## src/rtl/clk_div_sched.sv

```systemverilog
// Run-time controller for the two-channel toggle clock divider.
// Starts and stops the divided clocks clkA/clkB. It also accepts new
// half-periods through a valid/ready handshake. While a channel is running,
// a new half-period waits in a single pending slot. It takes effect only on
// that channel's toggle, so no output phase is ever cut short.
module clk_div_sched #(
    parameter int CNT_W      = 16,
    parameter int DEF_HALF_A = 4,
    parameter int DEF_HALF_B = 2
) (
    input  logic             clk,
    input  logic             reset,
    input  logic             start,
    input  logic             stop,
    input  logic             cfg_valid,
    output logic             cfg_ready,
    input  logic             cfg_sel,
    input  logic [CNT_W-1:0] cfg_half,
    output logic             running,
    output logic             clkA,
    output logic             clkB,
    output logic             tickA,
    output logic             tickB
);

    typedef enum logic [1:0] {
        IDLE  = 2'd0,
        RUN   = 2'd1,
        DRAIN = 2'd2
    } stateT;

    localparam logic [CNT_W-1:0] ONE = CNT_W'(1);

    stateT            state;
    stateT            nextState;

    logic [CNT_W-1:0] cntA;
    logic [CNT_W-1:0] cntB;
    logic [CNT_W-1:0] halfA;
    logic [CNT_W-1:0] halfB;

    logic             pendValid;
    logic             pendSel;
    logic [CNT_W-1:0] pendHalf;

    logic             activeA;
    logic             activeB;
    logic             toggleA;
    logic             toggleB;
    logic             drainDone;
    logic             cfgFire;
    logic [CNT_W-1:0] cfgHalfEff;
    logic             applyPendA;
    logic             applyPendB;

    assign cfg_ready = ~pendValid;
    assign running   = (state != IDLE);

    // State register for the start/run/drain sequencer.
    always_ff @(posedge clk) begin
        if (reset) begin
            state <= IDLE;
        end else begin
            state <= nextState;
        end
    end

    // Next state, per-channel toggle decisions and config routing.
    // During drain, a channel only advances while its clock is high. Once it
    // has fallen, it stays frozen until both channels are low.
    always_comb begin
        nextState  = state;
        activeA    = 1'b0;
        activeB    = 1'b0;
        drainDone  = 1'b0;

        case (state)
            IDLE: begin
                if (start && !stop) begin
                    nextState = RUN;
                end
            end
            RUN: begin
                activeA = 1'b1;
                activeB = 1'b1;
                if (stop) begin
                    nextState = DRAIN;
                end
            end
            DRAIN: begin
                activeA   = clkA;
                activeB   = clkB;
                drainDone = !clkA && !clkB;
                if (drainDone) begin
                    nextState = IDLE;
                end
            end
            default: begin
                nextState = IDLE;
            end
        endcase

        toggleA    = activeA && (cntA == halfA);
        toggleB    = activeB && (cntB == halfB);
        cfgFire    = cfg_valid && cfg_ready;
        cfgHalfEff = (cfg_half == '0) ? ONE : cfg_half;
        applyPendA = pendValid && !pendSel && (toggleA || drainDone);
        applyPendB = pendValid &&  pendSel && (toggleB || drainDone);
    end

    // Divider datapath: counters, divided clocks, ticks, half-periods and the pending slot.
    always_ff @(posedge clk) begin
        if (reset) begin
            cntA      <= ONE;
            cntB      <= ONE;
            halfA     <= CNT_W'(DEF_HALF_A);
            halfB     <= CNT_W'(DEF_HALF_B);
            clkA      <= 1'b0;
            clkB      <= 1'b0;
            tickA     <= 1'b0;
            tickB     <= 1'b0;
            pendValid <= 1'b0;
            pendSel   <= 1'b0;
            pendHalf  <= '0;
        end else begin
            tickA <= toggleA;
            tickB <= toggleB;

            if (toggleA) begin
                clkA <= ~clkA;
            end
            if (toggleB) begin
                clkB <= ~clkB;
            end

            if (state == IDLE || drainDone || toggleA) begin
                cntA <= ONE;
            end else if (activeA) begin
                cntA <= cntA + ONE;
            end

            if (state == IDLE || drainDone || toggleB) begin
                cntB <= ONE;
            end else if (activeB) begin
                cntB <= cntB + ONE;
            end

            if (cfgFire && state == IDLE && !cfg_sel) begin
                halfA <= cfgHalfEff;
            end else if (applyPendA) begin
                halfA <= pendHalf;
            end

            if (cfgFire && state == IDLE && cfg_sel) begin
                halfB <= cfgHalfEff;
            end else if (applyPendB) begin
                halfB <= pendHalf;
            end

            if (cfgFire && state != IDLE) begin
                pendValid <= 1'b1;
                pendSel   <= cfg_sel;
                pendHalf  <= cfgHalfEff;
            end else if (applyPendA || applyPendB) begin
                pendValid <= 1'b0;
            end
        end
    end

endmodule

```

## config.mk

```make
export PLATFORM = sky130hd
export DESIGN_NAME = clk_div_sched
export DESIGN_NICKNAME = d
export VERILOG_FILES = /design/src/rtl/clk_div_sched.sv
export SDC_FILE = /design/constraint.sdc
export NUM_CORES = 1
export LEC_CHECK = 0
export ABC_AREA = 1
export CORE_MARGIN = 2
export CORE_UTILIZATION = 55
export CTS_CLUSTER_SIZE = 8
export DETAILED_ROUTE_END_ITERATION = 8
export GPL_ROUTABILITY_DRIVEN = 1
export GPL_TIMING_DRIVEN = 0
export PLACE_DENSITY = 0.74
export SYNTH_ARGS = -nofsm -noshare
export SYNTH_HDL_FRONTEND = slang
export SYNTH_SLANG_ARGS = --single-unit
```

## constraint.sdc

```tcl
create_clock -name clk -period 4.1 [get_ports clk]
set_clock_uncertainty 0.1 [all_clocks]
set_input_delay 0.82 -clock clk [delete_from_list [all_inputs] [get_ports clk]]
set_output_delay 0.82 -clock clk [all_outputs]
set_load 0.005 [all_outputs]
```

==> results of run 1 <==
where the power goes:
part / leakage [nW] / switching, mW / internal, mW / total (mW)
clock network: 0.109 / 0.320 / 0.332 / 0.652
logic: 1.64 / 0.702 / 0.406 / 1.11
registers: 0.716 / 0.113 / 1.01 / 1.12
total: 2.47 / 1.14 / 1.75 / 2.88
registers in the layout, indices dropped and copies added (netlist names):
name       cells
clkA           1
clkB           1
cntA          16
cntB          16
halfA         16
halfB         16
pendHalf      16
pendSel        1
pendValid      1
state          2
tickA          1
tickB          1
cell usage after synthesis (6+ instances only):
library cell / instances
o21ai_0: 53
ha_1: 6
inv_2: 6
xor2_1: 13
xnor2_1: 10
nor3_1: 12
nand4_1: 8
dfxtp_1: 88
nor2_1: 81
nand3_1: 50
clkbuf_1: 14
nand3_2: 9
buf_6: 7
a21oi_1: 60
inv_1: 92
nand2_1: 186
logic make-up (layout without fill, tap and decap cells):
| family | count (synthesis) | in the layout | synth area share [%] |
|---|---|---|---|
| adders and majority gates | 6 | 6 | 1.55 |
| and+or+nand+nor | 375 | 375 | 34.5 |
| buffers and inverters | 127 | 170 | 11.2 |
| xor gates and xnor gates | 23 | 23 | 4.16 |
| DFF | 88 | 88 | 36.4 |
| AOI/OAI and AO/OA | 116 | 116 | 12.3 |
metrics by stage:
step           hold WS [ps]  util, %  instance area, sq um  std cells  total power, mW
4_1_cts                 394     63.3                  5470        886             2.88
3_3_place_gp            372     60.8                  5250        870             2.20
3_5_place_dp            378     60.8                  5250        870             2.23
2_1_floorplan           353        -                  4850        735             1.93
5_1_grt                 417     63.3                  5470        886             3.08
6_report                399     63.3                  5470        886             2.88
how the worst max path moves through the flow:
| stage | to | slack, ps | cells past startpoint |
|---|---|---|---|
| final | running | 1340 | 4 |
| after floorplan | halfA[10] | 2150 | 10 |
| after global routing | running | 1260 | 4 |
| after global placement | halfB[5] | 1290 | 9 |
| after detailed placement | halfB[9] | 1280 | 9 |
| after CTS | running | 1350 | 4 |
area by class of cell:
class / instances / area share, %
multi-input cells: 520 / 46.5
inverters: 99 / 6.80
clock buffers: 12 / 3.02
repair buffers: 27 / 4.94
well taps: 108 / 2.47
clock inverters: 4 / 0.938
plain buffers: 28 / 3.09
flip-flops and latches: 88 / 32.2
metal layers:
metal / part of all wire, % / GRT usage [%] / wire, microns / vias to the layer above
li1: - / - / - / 2398
met1: 47 / 34.5 / 5640 / 2168
met2: 46 / 40.7 / 5530 / 118
met3: 4.6 / 4.29 / 548 / 15
met4: 1.6 / 7.16 / 189 / 0
met5: 0 / 0 / 0 / -
tightest hold or removal path, cell delays in order, from the launching register on:
cell and delay (ps):
dfxtp_1 330, nand2_1 70, a21oi_1 60
==> reports/metrics.yaml, run 1 <==
status: "complete, no violations"
start_kind: "flop"
worstHoldPathCells: 2
hold_viol: 0
detail_route.wirelength_mm: 11.9
ctsHtreeMaxLevel: 3
post_synth_instance_area_sq_mm: 0.00485
hold_class: "reg2reg"
setup_total_negative_slack_ps: 0
setup_repair_after_global_routing_missed_its_margin: "no"
violation_count_after_the_first_detailed_route_iteration: 276
track_usage_pct: 25.1
critical_path.most_common_cell: "inv_1"
holdCritStartpoint: "pendSel"
crit_required_ps: 3180
powerDensity_mw_per_mm2: 528
synth_instances: 735
post_cts_resize_count: 0
synth.area.top_cells: "dfxtp_1 (36%), nand2_1 (14%), inv_1 (7.1%), nor2_1 (6.3%), a21oi_1 (6.2%)"
synth_top_area_share_pct: 36.4
areaGrowthSynthToFinish_pct: 12.8
regArea_sq_mm: 0.00176
multiInputGateArea_sq_mm: 0.00254
clock_transition_time_at_the_flip_flop_clock_pins_of_the_worst_setup_and_hold_paths_ps: 100
cts_setup_buffers: 0
timing.final.max_slew_violations: 0
critical-path-max-stage-delay_ps: 540
cts.hold.buffers_added: 0
1st_pass_router_iterations: 6
setup_viol: 0
regToRegEndpoint: "cntB[8]"
max_cap_violations: 0
whs_endpoint: "pendSel"
setup.worst_path.class: "reg2out"
die_h_microns: 97.9
grt_first_pass_wirelength_mm: 19.8
cts-root-buf: "clkbuf_8"
synth.lib_cells_used.distinct: 32
crit-reg2reg-launch: "state[1]"
std_cell_rows: 34
setup.worst_path.start: "state[0]"
via_count: 4699
io_pins: 28
path_cells: "inv_1 > ha_1 > inv_1 > clkdlybuf4s50_1"
cpLargestDelayFamily: "buffers and inverters"
grt_max_degree: 15
ir_drop_mv: 0.261
via_per_instance_ratio: 5.30
route.detailed.drc: 0
number_of_global_route_vias_before_repair: 4323
number_of_antenna_violations_at_the_first_check_in_global_routing: 0
final_nets: 801
worst_pin_slew_ps: 540
timing.reg2reg.worst_path_depth: 12
leading_cell_types_in_the_layout_fill_and_taps_excluded: "nand2_1 (186), inv_1 (92), dfxtp_1 (88), nor2_1 (81), a21oi_1 (60)"
critical_path.n_buffers_inverters: 3
regToRegSetupSlack_ps: 1870
worst_slew_margin_rel_pct: 64.0
wl_per_cell_microns: 13.4
cts_tree: "done"
post_route_cells_drive_above_1_share_pct: 8.23
cp_endpoint_kind: "output pin"
post_synth.cell_area_avg_sq_um: 6.59
crit_path_top_delay_cell: "clkdlybuf4s50_1"
final.period_utilization_pct: 67.2
placeableCoreArea_sq_mm: 0.00864
yosys.area.top_type: "dfxtp_1"
asyncSetResetFlopFracSynth_pct: 0
clock_sinks: 88
leak_nw: 2.47
cts_inserted_buffers: 9
antenna_cells: 0
grt-ovfl-total: 0
mostFrequentLayoutCell: "nand2_1"
nFillCells: 807
maximum_net_fanout_on_the_critical_path: 6
hpwlAfterDp_mm: 9.14
period_minus_slack_ps: 2760
port-buffer-count: 27
synth_fp_nets: 763
setup_slack_ps: 1340
register_bit_total_from_synthesis: 88
data_arrival_time_at_the_worst_slack_endpoint_ps: 1840
gp_routability_congestion: 0.915
clk-insertion-delay-late_ps: 360
dominant_synthesized_flop_cell: "dfxtp_1"
ys_warn_count: 0
die_area_sq_mm: 0.00958
dieWidth_microns: 97.9
floorplan.initialDensity_pct: 56.1
max_clock_freq_mhz: 363
place_worst_setup_slack_ps: 1280
seq_area_frac_synth_pct: 36.4
cts_buffer_depth: 2
synth-edff-count: 0
antenna_left: 0
(Power assumes the default switching activity.)
==> run 2, diff against run 1 <==
CORE_UTILIZATION = 54   (was 55)
PLACE_DENSITY = 0.76   (was 0.74)
clock period = 2.52 ns   (was 4.1 ns; I/O delays follow)
==> reports/metrics.yaml, run 2 (synthesis results as in run 1) <==
status: "complete, no violations"
maximum_net_fanout_on_the_critical_path: 6  # unchanged
setup.worst_path.class: "reg2out"
cts-root-buf: "clkbuf_8"
data_arrival_time_at_the_worst_slack_endpoint_ps: 1760  # -80 ps
period_minus_slack_ps: 2370
port-buffer-count: 27  # unchanged
leading_cell_types_in_the_layout_fill_and_taps_excluded: "nand2_1 (186), inv_1 (92), dfxtp_1 (88), nor2_1 (81), a21oi_1 (60)"
die_area_sq_mm: 0.00975  # +1.8%
timing.final.max_slew_violations: 0  # unchanged
cts_buffer_depth: 2  # unchanged
hold_viol: 0  # unchanged
floorplan.initialDensity_pct: 55.6  # -0.55 points
post_route_cells_drive_above_1_share_pct: 7.87  # -0.36 points
final.period_utilization_pct: 93.9
placedCellCount: 870  # unchanged
start_kind: "flop"
route.detailed.drc: 0  # unchanged
setup_repair_after_global_routing_missed_its_margin: "no"
mostFrequentLayoutCell: "nand2_1"
post_cts_resize_count: 0  # unchanged
cts.hold.buffers_added: 0  # unchanged
gp_routability_congestion: 0.938  # +2.4%
std_cell_rows: 34  # unchanged
hold_class: "reg2reg"
via_count: 4707  # +0.17%
ctsHtreeMaxLevel: 3  # unchanged
worst_pin_slew_ps: 504  # -36.0 ps
dieWidth_microns: 98.7  # +0.88%
grt-ovfl-total: 0  # unchanged
multiInputGateArea_sq_mm: 0.00254  # unchanged
setup_viol: 0  # unchanged
cts_setup_buffers: 0  # unchanged
cts_tree: "done"
via_per_instance_ratio: 5.33  # +0.51%
1st_pass_router_iterations: 5  # -1
worst_slew_margin_rel_pct: 66.4  # +2.4 points
placeableCoreArea_sq_mm: 0.00872  # +0.99%
clock_sinks: 88  # unchanged
io_pins: 28  # unchanged
areaGrowthSynthToFinish_pct: 12.4
antenna_cells: 0  # unchanged
crit_required_ps: 1920  # -1260 ps
clock_transition_time_at_the_flip_flop_clock_pins_of_the_worst_setup_and_hold_paths_ps: 90  # about the same
max_clock_freq_mhz: 423
regArea_sq_mm: 0.00176  # unchanged
number_of_antenna_violations_at_the_first_check_in_global_routing: 0  # unchanged
grt_max_degree: 14  # -1
wl_per_cell_microns: 13.1  # -2.3%
setup_total_negative_slack_ps: 0  # unchanged
detail_route.wirelength_mm: 11.6  # -2.6%
antenna_left: 0  # unchanged
ir_drop_mv: 0.502  # +92%
timing.reg2reg.worst_path_depth: 10  # -2
grt_first_pass_wirelength_mm: 19.8  # +0.14%
worstHoldPathCells: 2  # unchanged
violation_count_after_the_first_detailed_route_iteration: 334  # +21%
clk-insertion-delay-late_ps: 350  # about the same
cts_inserted_buffers: 9  # unchanged
powerDensity_mw_per_mm2: 850  # +61%
cp_endpoint_kind: "output pin"
post_layout_nonfiller_instances: 883  # -0.34%
track_usage_pct: 24.6  # -0.49 points
nFillCells: 807  # unchanged
final_nets: 801  # unchanged
max_cap_violations: 0  # unchanged
hpwlAfterDp_mm: 8.90  # -2.6%
number_of_global_route_vias_before_repair: 4557  # +5.4%
die_h_microns: 98.7  # +0.88%
leak_nw: 2.46  # -0.47%
[run 2: changes by cell type in the layout (fill, tap and decap cells not counted)]
cell,change
bufinv_16,+1
clkinv_4,-1
clkbuf_8,-3
[run 2: layout make-up]
| class | count | area share [%] |
|---|---|---|
| multi-input combinational | 520 | 46.7 |
| buffer | 28 | 3.10 |
| sequential | 88 | 32.3 |
| clock inverter | 4 | 1.33 |
| tap | 108 | 2.48 |
| timing repair buffer | 27 | 4.96 |
| clock buffer | 9 | 2.27 |
| inverter | 99 | 6.82 |
[run 2: metal layers]
layer / up-vias / wire, microns / global-route usage, %
met3: 16 / 740 / 3.97
met2: 125 / 5140 / 39.8
met1: 2171 / 5550 / 34.2
met5: - / 0 / 0
met4: 0 / 172 / 6.95
li1: 2395 / - / -
[run 2: where the power goes]
group,internal (mW),total (mW),switching (mW)
clock network,0.541,1.03,0.486
registers,1.64,1.82,0.172
logic,0.660,1.79,1.13
[run 2: stage by stage]
stage / setup slack (ps) / total power, mW / hold slack, ps / instance area (sq um) / util [%]
finish: 153 / 4.63 / 410 / 5450 / 62.5
global route: 77.7 / 4.97 / 445 / 5450 / 62.5
CTS: 152 / 4.62 / 402 / 5450 / 62.5
detailed placement: 86.4 / 3.60 / 390 / 5250 / 60.2
global placement: 123 / 3.56 / 373 / 5250 / 60.2
floorplan: 621 / 3.14 / 353 / 4850 / -
[run 2: path summary, 6_finish.rpt]
check | start | to | slack, ps
max | state[0] | running | 150
min | pendSel | pendSel | 410
max reg2reg | state[0] | cntA[10] | 270
min reg2reg | pendSel | pendSel | 410
[run 2: worst max-delay path, stage by stage (launching register included)]
cell,delay (ps)
dfxtp_1,380
inv_1,80
ha_1,230
inv_1,180
clkdlybuf4s50_1,540
